[src/rtl/swacc_icm_lookup_arb_pkg.sv]
// Shared types and width defaults for the ICM lookup arbiter and its helpers.
// Widths follow the context-cache ICM macros unless the integrator overrides them.
`ifndef ICM_SPACE_ADDR_WIDTH
`define ICM_SPACE_ADDR_WIDTH 64
`endif
`ifndef PHY_SPACE_ADDR_WIDTH
`define PHY_SPACE_ADDR_WIDTH 64
`endif
`ifndef ICM_ENTRY_NUM
`define ICM_ENTRY_NUM (1 << 24)
`endif

package swacc_icm_lookup_arb_pkg;

    localparam int ICM_W_DEF = `ICM_SPACE_ADDR_WIDTH;
    localparam int PHY_W_DEF = `PHY_SPACE_ADDR_WIDTH;
    localparam int IDX_W_DEF = $clog2(`ICM_ENTRY_NUM);

    typedef enum logic [1:0] {
        IDLE = 2'd0,
        REQ  = 2'd1,
        RSP  = 2'd2
    } state_t;

    // Slot reached by stepping 'off' positions past 'last' in a ring of n (off <= n).
    function automatic int rr_slot(input int last, input int off, input int n);
        int s;
        s = last + off;
        if (s >= n) s = s - n;
        return s;
    endfunction

endpackage

[src/rtl/swacc_icm_lookup_arb_if.sv]
// Thread-side and downstream-side handshake bundle of the ICM lookup arbiter.
// slave = the arbiter's view; master = thread bank plus ICM table (or a testbench).
interface swacc_icm_lookup_arb_if
    import swacc_icm_lookup_arb_pkg::*;
#(
    parameter int N_REQ = 4,
    parameter int IDX_W = IDX_W_DEF,
    parameter int ICM_W = ICM_W_DEF,
    parameter int PHY_W = PHY_W_DEF
);
    logic [N_REQ-1:0]       req_valid;
    logic [N_REQ*IDX_W-1:0] req_head;
    logic [N_REQ-1:0]       req_ready;
    logic [N_REQ-1:0]       rsp_valid;
    logic [ICM_W-1:0]       rsp_icm_addr;
    logic [PHY_W-1:0]       rsp_phy_addr;
    logic [N_REQ-1:0]       rsp_ready;
    logic                   dn_lookup_valid;
    logic [IDX_W-1:0]       dn_lookup_head;
    logic                   dn_lookup_ready;
    logic                   dn_rsp_valid;
    logic [ICM_W-1:0]       dn_rsp_icm_addr;
    logic [PHY_W-1:0]       dn_rsp_phy_addr;
    logic                   dn_rsp_ready;

    modport slave (
        input  req_valid, req_head, rsp_ready,
        input  dn_lookup_ready, dn_rsp_valid, dn_rsp_icm_addr, dn_rsp_phy_addr,
        output req_ready, rsp_valid, rsp_icm_addr, rsp_phy_addr,
        output dn_lookup_valid, dn_lookup_head, dn_rsp_ready
    );

    modport master (
        output req_valid, req_head, rsp_ready,
        output dn_lookup_ready, dn_rsp_valid, dn_rsp_icm_addr, dn_rsp_phy_addr,
        input  req_ready, rsp_valid, rsp_icm_addr, rsp_phy_addr,
        input  dn_lookup_valid, dn_lookup_head, dn_rsp_ready
    );
endinterface

[src/rtl/swacc_icm_lookup_arb_rr_pick.sv]
// Combinational round-robin pick: first valid bit after last_ptr, wrapping at N_REQ.
// Returns the winner one-hot and as an index; gnt is all-zero when nothing is valid.
module swacc_icm_lookup_arb_rr_pick
    import swacc_icm_lookup_arb_pkg::*;
#(
    parameter int N_REQ = 4,
    parameter int PW    = $clog2(N_REQ)
) (
    input  logic [N_REQ-1:0] valid,
    input  logic [PW-1:0]    last_ptr,
    output logic [N_REQ-1:0] gnt,
    output logic [PW-1:0]    idx
);
    logic found;

    always_comb begin
        // NOTE: every output gets a default before the search so no path infers a latch.
        gnt   = '0;
        idx   = '0;
        found = 1'b0;
        for (int off = 1; off <= N_REQ; off++) begin
            for (int i = 0; i < N_REQ; i++) begin
                if (!found && valid[i] && (i == rr_slot(int'(last_ptr), off, N_REQ))) begin
                    found  = 1'b1;
                    gnt[i] = 1'b1;
                    idx    = PW'(i);
                end
            end
        end
    end
endmodule

[src/rtl/swacc_icm_lookup_arb.sv]
// Round-robin sharing of the single ICM translation port among context threads.
// One lookup in flight; the response is steered back to the granted thread.
module swacc_icm_lookup_arb
    import swacc_icm_lookup_arb_pkg::*;
#(
    parameter int N_REQ   = 4,
    parameter int IDX_W   = IDX_W_DEF,
    parameter int ICM_W   = ICM_W_DEF,
    parameter int PHY_W   = PHY_W_DEF,
    parameter int TIMEOUT = 1024
) (
    input  logic                clk,
    input  logic                rst_n,
    swacc_icm_lookup_arb_if.slave bus,
    output logic                err_timeout,
    output logic [15:0]         grant_cnt
);
    localparam int PW = $clog2(N_REQ);
    localparam int TW = $clog2(TIMEOUT);

    state_t           state;
    logic [N_REQ-1:0] gnt;
    logic [N_REQ-1:0] pick_gnt;
    logic [PW-1:0]    gnt_idx;
    logic [PW-1:0]    pick_idx;
    logic [PW-1:0]    last_ptr;
    logic [IDX_W-1:0] head_q;
    logic [IDX_W-1:0] pick_head;
    logic [TW-1:0]    timer;
    logic             in_req;
    logic             in_rsp;
    logic             rsp_hs;

    swacc_icm_lookup_arb_rr_pick #(.N_REQ(N_REQ), .PW(PW)) u_pick (
        .valid    (bus.req_valid),
        .last_ptr (last_ptr),
        .gnt      (pick_gnt),
        .idx      (pick_idx)
    );

    always_comb begin
        pick_head = '0;
        for (int i = 0; i < N_REQ; i++) begin
            if (pick_gnt[i]) pick_head = bus.req_head[i*IDX_W +: IDX_W];
        end
    end

    assign in_req = (state == REQ);
    assign in_rsp = (state == RSP);
    assign rsp_hs = bus.dn_rsp_valid && bus.dn_rsp_ready;

    assign bus.dn_lookup_valid = in_req;
    assign bus.dn_lookup_head  = in_req ? head_q : '0;
    assign bus.req_ready       = in_req ? (gnt & {N_REQ{bus.dn_lookup_ready}}) : '0;
    // Response side is a pure pass-through, gated so everything idles at 0 outside RSP.
    assign bus.rsp_valid       = in_rsp ? (gnt & {N_REQ{bus.dn_rsp_valid}}) : '0;
    assign bus.dn_rsp_ready    = in_rsp && |(gnt & bus.rsp_ready);
    assign bus.rsp_icm_addr    = in_rsp ? bus.dn_rsp_icm_addr : '0;
    assign bus.rsp_phy_addr    = in_rsp ? bus.dn_rsp_phy_addr : '0;

    // NOTE: non-blocking assignments so every flop here samples pre-edge values.
    always_ff @(posedge clk or negedge rst_n) begin
        if (!rst_n) begin
            state       <= IDLE;
            gnt         <= '0;
            gnt_idx     <= '0;
            head_q      <= '0;
            last_ptr    <= PW'(N_REQ - 1);
            timer       <= '0;
            err_timeout <= 1'b0;
            grant_cnt   <= '0;
        end else begin
            case (state)
                IDLE: begin
                    if (|bus.req_valid) begin
                        gnt     <= pick_gnt;
                        gnt_idx <= pick_idx;
                        head_q  <= pick_head;
                        state   <= REQ;
                    end
                end
                REQ: begin
                    if (bus.dn_lookup_ready) begin
                        timer <= '0;
                        state <= RSP;
                    end
                end
                RSP: begin
                    if (rsp_hs) begin
                        last_ptr  <= gnt_idx;
                        grant_cnt <= grant_cnt + 16'd1;
                        gnt       <= '0;
                        state     <= IDLE;
                    end else begin
                        // Flag rises together with the timer reaching TIMEOUT-1; timer saturates.
                        if (timer != TW'(TIMEOUT - 1)) timer <= timer + 1'b1;
                        if (timer == TW'(TIMEOUT - 2)) err_timeout <= 1'b1;
                    end
                end
                default: state <= IDLE;
            endcase
        end
    end
endmodule
[src/flat_wrapper.sv]
// flat-port wrapper written by rule: the top's interface ports become plain ports
module swacc_icm_lookup_arb_flat import swacc_icm_lookup_arb_pkg::*;
#(
    parameter int N_REQ   = 4,
    parameter int IDX_W   = IDX_W_DEF,
    parameter int ICM_W   = ICM_W_DEF,
    parameter int PHY_W   = PHY_W_DEF,
    parameter int TIMEOUT = 1024
)
  (clk, rst_n, err_timeout, grant_cnt, bus_req_valid, bus_req_head, bus_rsp_ready, bus_dn_lookup_ready, bus_dn_rsp_valid, bus_dn_rsp_icm_addr, bus_dn_rsp_phy_addr, bus_req_ready, bus_rsp_valid, bus_rsp_icm_addr, bus_rsp_phy_addr, bus_dn_lookup_valid, bus_dn_lookup_head, bus_dn_rsp_ready);
  swacc_icm_lookup_arb_if #(.N_REQ(N_REQ), .IDX_W(IDX_W), .ICM_W(ICM_W), .PHY_W(PHY_W)) bus_i ();
  input  logic clk;
  input  logic rst_n;
  output logic err_timeout;
  output logic [15:0] grant_cnt;
  input wire logic [$bits(bus_i.req_valid)-1:0] bus_req_valid;
  input wire logic [$bits(bus_i.req_head)-1:0] bus_req_head;
  input wire logic [$bits(bus_i.rsp_ready)-1:0] bus_rsp_ready;
  input wire logic [$bits(bus_i.dn_lookup_ready)-1:0] bus_dn_lookup_ready;
  input wire logic [$bits(bus_i.dn_rsp_valid)-1:0] bus_dn_rsp_valid;
  input wire logic [$bits(bus_i.dn_rsp_icm_addr)-1:0] bus_dn_rsp_icm_addr;
  input wire logic [$bits(bus_i.dn_rsp_phy_addr)-1:0] bus_dn_rsp_phy_addr;
  output wire logic [$bits(bus_i.req_ready)-1:0] bus_req_ready;
  output wire logic [$bits(bus_i.rsp_valid)-1:0] bus_rsp_valid;
  output wire logic [$bits(bus_i.rsp_icm_addr)-1:0] bus_rsp_icm_addr;
  output wire logic [$bits(bus_i.rsp_phy_addr)-1:0] bus_rsp_phy_addr;
  output wire logic [$bits(bus_i.dn_lookup_valid)-1:0] bus_dn_lookup_valid;
  output wire logic [$bits(bus_i.dn_lookup_head)-1:0] bus_dn_lookup_head;
  output wire logic [$bits(bus_i.dn_rsp_ready)-1:0] bus_dn_rsp_ready;
  assign bus_i.req_valid = bus_req_valid;
  assign bus_i.req_head = bus_req_head;
  assign bus_i.rsp_ready = bus_rsp_ready;
  assign bus_i.dn_lookup_ready = bus_dn_lookup_ready;
  assign bus_i.dn_rsp_valid = bus_dn_rsp_valid;
  assign bus_i.dn_rsp_icm_addr = bus_dn_rsp_icm_addr;
  assign bus_i.dn_rsp_phy_addr = bus_dn_rsp_phy_addr;
  assign bus_req_ready = bus_i.req_ready;
  assign bus_rsp_valid = bus_i.rsp_valid;
  assign bus_rsp_icm_addr = bus_i.rsp_icm_addr;
  assign bus_rsp_phy_addr = bus_i.rsp_phy_addr;
  assign bus_dn_lookup_valid = bus_i.dn_lookup_valid;
  assign bus_dn_lookup_head = bus_i.dn_lookup_head;
  assign bus_dn_rsp_ready = bus_i.dn_rsp_ready;
  swacc_icm_lookup_arb #(.N_REQ(N_REQ), .IDX_W(IDX_W), .ICM_W(ICM_W), .PHY_W(PHY_W), .TIMEOUT(TIMEOUT)) u_core (.clk(clk), .rst_n(rst_n), .bus(bus_i), .err_timeout(err_timeout), .grant_cnt(grant_cnt));
endmodule
[config.mk]
export PLATFORM = sky130hd
export DESIGN_NAME = swacc_icm_lookup_arb_flat
export DESIGN_NICKNAME = d
export VERILOG_FILES = /design/src/rtl/swacc_icm_lookup_arb_pkg.sv /design/src/rtl/swacc_icm_lookup_arb_if.sv /design/src/rtl/swacc_icm_lookup_arb_rr_pick.sv /design/src/rtl/swacc_icm_lookup_arb.sv /design/src/flat_wrapper.sv
export SDC_FILE = /design/constraint.sdc
export NUM_CORES = 1
export LEC_CHECK = 0
export CAP_MARGIN = 20
export CORE_AREA = 2 2 162 164
export DETAILED_ROUTE_END_ITERATION = 12
export DIE_AREA = 0 0 164 166
export PLACE_DENSITY = 0.57
export SLEW_MARGIN = 20
export SYNTH_ARGS = -nofsm -noshare
export SYNTH_HDL_FRONTEND = slang
export SYNTH_SLANG_ARGS = --single-unit
[constraint.sdc]
create_clock -name clk -period 2.1 [get_ports clk]
set_clock_uncertainty 0.1 [all_clocks]
set_input_delay 0.42 -clock clk [delete_from_list [all_inputs] [get_ports clk]]
set_output_delay 0.42 -clock clk [all_outputs]
set_load 0.01 [all_outputs]
==> impl_metrics.tcl, run 1 <==
set metrics [dict create \
    dp_slack_ns -0.6471 \
    reg2reg_to "u_core.timer[5]" \
    finalSetupViolCount 58 \
    grt_pass1_wl_microns 43770 \
    cts.clk_slew.worst_paths_ns 0.06 \
    violations "hold timing, setup timing" \
    antenna_left 0 \
    r2r_setup_slack_ns -0.06 \
    slew_viol_final 0 \
    nNetsFinal 1299 \
    busiest_layer "met2" \
    ys_types 50 \
    crit_type "flop to output port" \
    cts_tree "built" \
    max_freq_mhz 453.0 \
    drt_iter0_markers 332 \
    layout-drive-gt1-share_pct 42.72 \
    h-tree-depth 3 \
    power_mw 10.69 \
    power_density_nw_per_um2 965.9 \
    worst_ep_arrival_time_ns 1.69 \
    fin_crit_sh_pct 105.1 \
    cp_max_fo 6 \
    grtUsageMet3_pct 5.170 \
    syn_area_per_cell_sq_um 7.903 \
    worst_slew_pin_slew_ns 0.5339 \
    hold_violations 14 \
    first_pass_iters 4 \
    period_minus_slack_ns 2.207 \
    worst_setup_path_start_kind "flop" \
    totalWireLength_microns 31190 \
    fp.dieArea_sq_um 27220 \
    critPathCaptureType "output port" \
    r2r_cells 7 \
    ys_seq_area_share_pct 33.59 \
    cts.sink_count 61 \
    drv_cap 0 \
    drc 0 \
    syn_area_sq_um 4552 \
    wire_per_inst_microns 22.25 \
    post-route-util_pct 43.19 \
    place.port_buffers 414 \
    relSlewSlack_pct 64.41 \
    required_ns 1.58 \
    clockBufferDepth 2 \
    grt_max_degree 62 \
    ir_worst_vdd_mv 0.4609 \
    synth_cells 576 \
    clockRootBuffer "clkbuf_16" \
    hold_path.class "primary input to async pin" \
    ioPinCount 415 \
    dpl_cell_area_sq_um 9624 \
    floorplan.core_area_sq_um 25620 \
    track_usage_pct 21.72 \
    dpl.cell_count 1336 \
    clk_latency_ns 0.33 \
    rsz0062_at_grt "yes" \
    die_height_microns 166 \
    synthFlopType "dfrtp_1" \
    grt_pass1_vias 6472 \
    gp_congestion 0.8527 \
    final_area_sq_um 11060 \
    fillers 2548 \
    grt_use_met1_pct 26.58 \
    via_count 6290 \
    viasPerCell 4.486 \
    p_leak_nw 4.888 \
    syn-num-nets 815 \
    grt-ovfl-total 0 \
    die_w_microns 164 \
    dp_hpwl_microns 24200 \
    grt_use_met2_pct 37.49 \
    start_util_pct 17.77 \
    row_count 59 \
    setup_ws_ns -0.1073 \
    status "complete, but fails checks" \
    stdcell_count 1402 \
    timing.rr.start "u_core.state[0]" \
    antenna_found_initial 5 \
    cts_buffers 9 \
    synth_warnings 0 \
    hold_ws_ns -0.01827 \
    ys_ff_latch 61 \
    synth-edff-count 0 \
    synth_async_sr_flop_share_pct 100.0 \
    area_delta_synth_final_pct 143.0 \
]
[cell families (layout without fill, tap and decap cells)]
| family | Yosys count | after routing | synth area share (%) |
|---|---|---|---|
| AO/OA/AOI/OAI | 129 | 129 | 18.69 |
| AND/OR/NAND/NOR | 306 | 308 | 37.52 |
| other | 0 | 2 | 0 |
| XOR/XNOR | 19 | 19 | 3.656 |
| flip-flops | 61 | 61 | 33.59 |
| multiplexers | 3 | 3 | 0.7421 |
| adder cells (fa/ha/maj) | 3 | 3 | 0.8247 |
| buffers and inverters | 55 | 542 | 4.975 |
[Yosys cell counts (5+ instances only)]
cell type | count | share of area (%)
a21oi_1 | 22 | 2.4
a221oi_1 | 8 | 1.5
a221oi_2 | 8 | 2.6
and2_1 | 156 | 21
and3_1 | 6 | 0.82
clkbuf_1 | 42 | 3.5
dfrtp_1 | 59 | 32
inv_1 | 7 | 0.58
nand2_1 | 41 | 3.4
nand3_1 | 33 | 3.6
nand4_1 | 8 | 1.1
nor2_1 | 32 | 2.6
nor3_1 | 6 | 0.66
o21ai_0 | 53 | 5.8
o21ai_1 | 9 | 0.99
o22ai_1 | 10 | 1.4
xnor2_1 | 14 | 2.7
xor2_1 | 5 | 0.96
[sequential cells by signal, indices dropped and copies added, names as in the netlist]
name and flops:
u_core.gnt 4, u_core.gnt_idx 2, u_core.head_q 24, u_core.grant_cnt 16, u_core.timer 10, u_core.err_timeout 1
u_core.state 2, u_core.last_ptr 2
[worst max-delay path by stage]
| stage | depth (start not counted) | slack [ns] | from | end |
|---|---|---|---|---|
| 6_report | 6 | -0.11 | u_core.state[0] | bus_rsp_phy_addr[20] |
| 5_1_grt | 6 | -0.16 | u_core.state[0] | bus_rsp_phy_addr[20] |
| 2_1_floorplan | 8 | 0.01 | u_core.last_ptr[1] | u_core.head_q[10] |
| 3_3_place_gp | 4 | -0.65 | bus_dn_lookup_ready | bus_req_ready[0] |
| 3_5_place_dp | 4 | -0.65 | bus_dn_lookup_ready | bus_req_ready[0] |
| 4_1_cts | 6 | -0.20 | u_core.state[0] | bus_rsp_valid[3] |
[cells in the final DEF, fill, tap and decap left out, drive strengths merged, types with 2 or more instances in the layout]
master / n
buf: 264
nand3: 33
and2b: 2
diode: 2
inv: 7
and4: 2
nor3: 6
a221oi: 16
nor2: 32
and2: 157
bufinv: 2
nand2b: 3
nand3b: 2
a22o: 2
dfrtp: 59
dfstp: 2
mux2: 3
xnor2: 14
o211a: 2
and3: 7
nor2b: 4
nand4: 8
clkbuf: 13
or4: 4
clkinv: 3
xor2: 5
a21oi: 22
o31ai: 4
a211oi: 2
dlymetal6s2s: 2
o21ai: 62
o22ai: 10
nor4: 4
clkdlybuf4s50: 247
ha: 3
dlygate4sd2: 3
nand2: 41
[critical path, stage by stage (launching register included)]
cell and delay (ns):
dfrtp_1 0.40, buf_4 0.15, and2b_4 0.29, buf_12 0.12
clkbuf_16 0.13, and2_4 0.16, buf_12 0.11
[routing by layer]
metal	vias to the layer above	share of wire (%)
li1	2960	-
met1	2984	40
met2	285	49
met3	55	7.7
met4	6	3.6
met5	-	0.13
[timing repair]
item	in CTS	in global routing
setup buffers	24	19
endpoints found under the setup margin	189	190
cloned	9	5
hold buffers	0	0
gates resized for setup	759	234
pin swaps	28	72
[power by group]
part           internal, mW  leakage (nW)  switching, mW
registers              1.53         0.788          0.270
clock network          1.07         0.158          0.566
logic                  4.10          3.94           3.15
total                  6.70          4.89           3.98
[through the flow]
stage	hold slack, ns	setup TNS (ns)
3_3_place_gp	0.3521	-34.93
3_5_place_dp	0.3474	-34.50
5_1_grt	0.006228	-8.664
4_1_cts	0.005079	-11.81
6_report	-0.01827	-2.329
2_1_floorplan	0.02441	0
[final cells by class]
class | instances | area [sq um] | share of cell area (%)
Antenna cell | 2 | 5.005 | 0.04524
Clock buffer | 10 | 239.0 | 2.160
Clock inverter | 6 | 86.33 | 0.7804
Inverter | 7 | 26.28 | 0.2375
Multi-Input combinational cell | 462 | 3302 | 29.85
Sequential cell | 61 | 1529 | 13.82
Tap cell | 335 | 419.2 | 3.789
Timing Repair Buffer | 519 | 5456 | 49.32
Power figures use the tool's default switching activity.
==> inputs of run 2 (changes only) <==
--- a/config.mk
+++ b/config.mk
@@ -10,6 +10,7 @@
 export DETAILED_ROUTE_END_ITERATION = 12
 export DIE_AREA = 0 0 164 166
 export PLACE_DENSITY = 0.57
+export SETUP_SLACK_MARGIN = 0.4
 export SLEW_MARGIN = 20
 export SYNTH_ARGS = -nofsm -noshare
 export SYNTH_HDL_FRONTEND = slang
==> run 2 against run 1 <==
Compared with the run above:
- the run ends with setup timing left
- via count rose by 4.2%
- final area rose by 15%
- sequential share of layout area fell by 1.7 points
- largest cell class unchanged
- largest power group unchanged
- setup slack got worse by 0.0050 ns
- first-iteration DRC count fell by 26%
- clock power fell by 6%
- critical path depth did not move
- combinational power rose by 28%
- final cell count rose by 3.8%
- register-to-register slack barely moved
- critical endpoint is now bus_rsp_phy_addr[29]
- count of clock-buffer cells in the layout fell by 1
==> impl_metrics.tcl, run 2 (synthesized netlist as in run 1, its figures left out) <==
set metrics [dict create \
    status "complete, but fails checks" \
    violations "setup timing" \
    p_int_mw 7.938 \
    worst_setup_path_start_kind "flop" \
    first_pass_iters 4 \
    hold_violations 0 \
    place.port_buffers 414 \
    nNetsFinal 1352 \
    dpl_cell_area_sq_um 9803 \
    fin_tns_setup_ns -8.004 \
    largest_reg_flops 24 \
    critPathCaptureType "output port" \
    worst_ep_arrival_time_ns 1.69 \
    share_comb_of_total_power_pct 73.5 \
    reg_top3 "u_core.head_q x24, u_core.grant_cnt x16, u_core.timer x10" \
    power_mw 12.63 \
    holdPathStages 1 \
    final_area_sq_um 12710 \
    post-route-util_pct 49.62 \
    cp_max_fo 5 \
    critPathMostFrequentCell "buf_4" \
    dpl.cell_count 1336 \
    critPathMaxStageDelay_ns 0.45 \
    power_frac_clock_pct 12.2 \
    r2r_cells 12 \
    p_leak_nw 5.722 \
    grt_pass1_wl_microns 40190 \
    clk_latency_ns 0.34 \
    drt_iter0_markers 247 \
    ioPinCount 415 \
    clockBufferDepth 2 \
    antenna_found_initial 3 \
    hold_ws_ns 0.3668 \
    slew_viol_final 0 \
    fin_crit_sh_pct 105.3 \
    grt_pass1_vias 6626 \
    ir_worst_vdd_mv 0.4600 \
    finalSetupViolCount 124 \
    die_height_microns 166 \
    crit_type "flop to output port" \
    reg2reg_to "u_core.timer[3]" \
    power_density_nw_per_um2 993.3 \
    drv_cap 0 \
    swShare_pct 37.13 \
    grt_max_degree 62 \
    worst_slew_pin_slew_ns 0.4206 \
    timing.rr.start "u_core.state[1]" \
    hold_end "u_core.err_timeout" \
    die_w_microns 164 \
    p_sw_mw 4.688 \
    cts_buffers 9 \
    critPathTopFamily "buffers and inverters" \
    worstHoldStart "u_core.err_timeout" \
    r2r_setup_slack_ns -0.07 \
    h-tree-depth 3 \
    start_util_pct 17.77 \
    track_usage_pct 19.31 \
    max_freq_mhz 452.0 \
    setup_ws_ns -0.1123 \
    top_register "u_core.head_q" \
    drc 0 \
    cts.clk_slew.worst_paths_ns 0.06 \
    cts.sink_count 61 \
    via_count 6555 \
    seqPwrFrac_pct 14.3 \
    grt-ovfl-total 0 \
    required_ns 1.58 \
    antenna_left 0 \
    row_count 59 \
    fp.dieArea_sq_um 27220 \
    layout-drive-gt1-share_pct 55.81 \
    period_minus_slack_ns 2.212 \
    cp_cell_sequence "and2b_4, buf_4, buf_4, buf_4, and2_1, buf_6" \
    final_common_cell "clkdlybuf4s50_1" \
    final_cell_mix "226 x clkdlybuf4s50_1, 218 x buf_6, 152 x and2_4, 55 x buf_4, 54 x dfrtp_1" \
    cts_tree "built" \
    wire_per_inst_microns 19.73 \
    totalWireLength_microns 28710 \
    area_delta_synth_final_pct 179.2 \
    stdcell_count 1455 \
    relSlewSlack_pct 71.75 \
    slowest_stage "dfrtp_2" \
    critPathBufInv 4 \
    clockRootBuffer "clkbuf_16" \
    viasPerCell 4.505 \
    rsz0062_at_grt "yes" \
    dp_slack_ns -0.4462 \
    dp_hpwl_microns 19140 \
    hold_path.class "flop to flop" \
    gp_congestion 0.7911 \
    floorplan.core_area_sq_um 25620 \
]
-- run 2: final cells by class --
type                    count  area [sq um]
diodes                      2         5.005
clock buffers               9         225.2
clock inverters             7         75.07
fillers                  2370         12900
inverters                   7         31.28
multi-input cells         461          3966
flip-flops and latches     61          1535
well taps                 335         419.2
repair buffers            573          6454
-- run 2: worst register-to-register path: cells and delay by family (launching register included) --
family | cells | cell delay (ns)
xor gates and xnor gates | 1 | 0.15
buffers and inverters | 7 | 0.84
DFF | 1 | 0.45
and+or+nand+nor | 4 | 0.51
-- run 2: what timing repair did --
action / in CTS / in global routing
hold buffers: 1 / 0
endpoints found under the setup margin: 239 / 231
pin swaps: 92 / 108
cloned: 16 / 6
endpoints found under the hold margin: 4 / 0
buffers inserted: 62 / 16
gates resized for setup: 967 / 213
-- run 2: worst max-delay path by stage --
stage / start / end / slack (ns) / cells past startpoint
global route: u_core.state[0] / bus_rsp_icm_addr[43] / -0.17 / 6
CTS: u_core.state[1] / bus_rsp_icm_addr[39] / -0.14 / 6
detailed placement: bus_rsp_ready[0] / u_core.timer[5] / -0.45 / 6
global placement: bus_rsp_ready[0] / u_core.timer[5] / -0.39 / 6
finish: u_core.state[1] / bus_rsp_phy_addr[29] / -0.11 / 6
floorplan: bus_rsp_ready[0] / u_core.timer[5] / 0.08 / 6
-- run 2: power groups by stage --
| stage | sequential, mW | clock [mW] | combinational, mW |
|---|---|---|---|
| final | 1.80 | 1.54 | 9.28 |
| after global routing | 1.83 | 1.61 | 9.83 |
| after CTS | 1.78 | 1.56 | 8.06 |
| after detailed placement | 1.81 | 0 | 5.70 |
| after global placement | 1.80 | 0 | 5.68 |
| after floorplan | 1.73 | 0 | 2.80 |
-- run 2: per-layer routing --
metal	vias to the layer above	wire length, microns	GRT usage, %
met5	-	13	0
met1	3147	10730	21.13
met3	56	2194	5.569
li1	3065	-	-
met4	2	1009	7.056
met2	285	14760	35.00
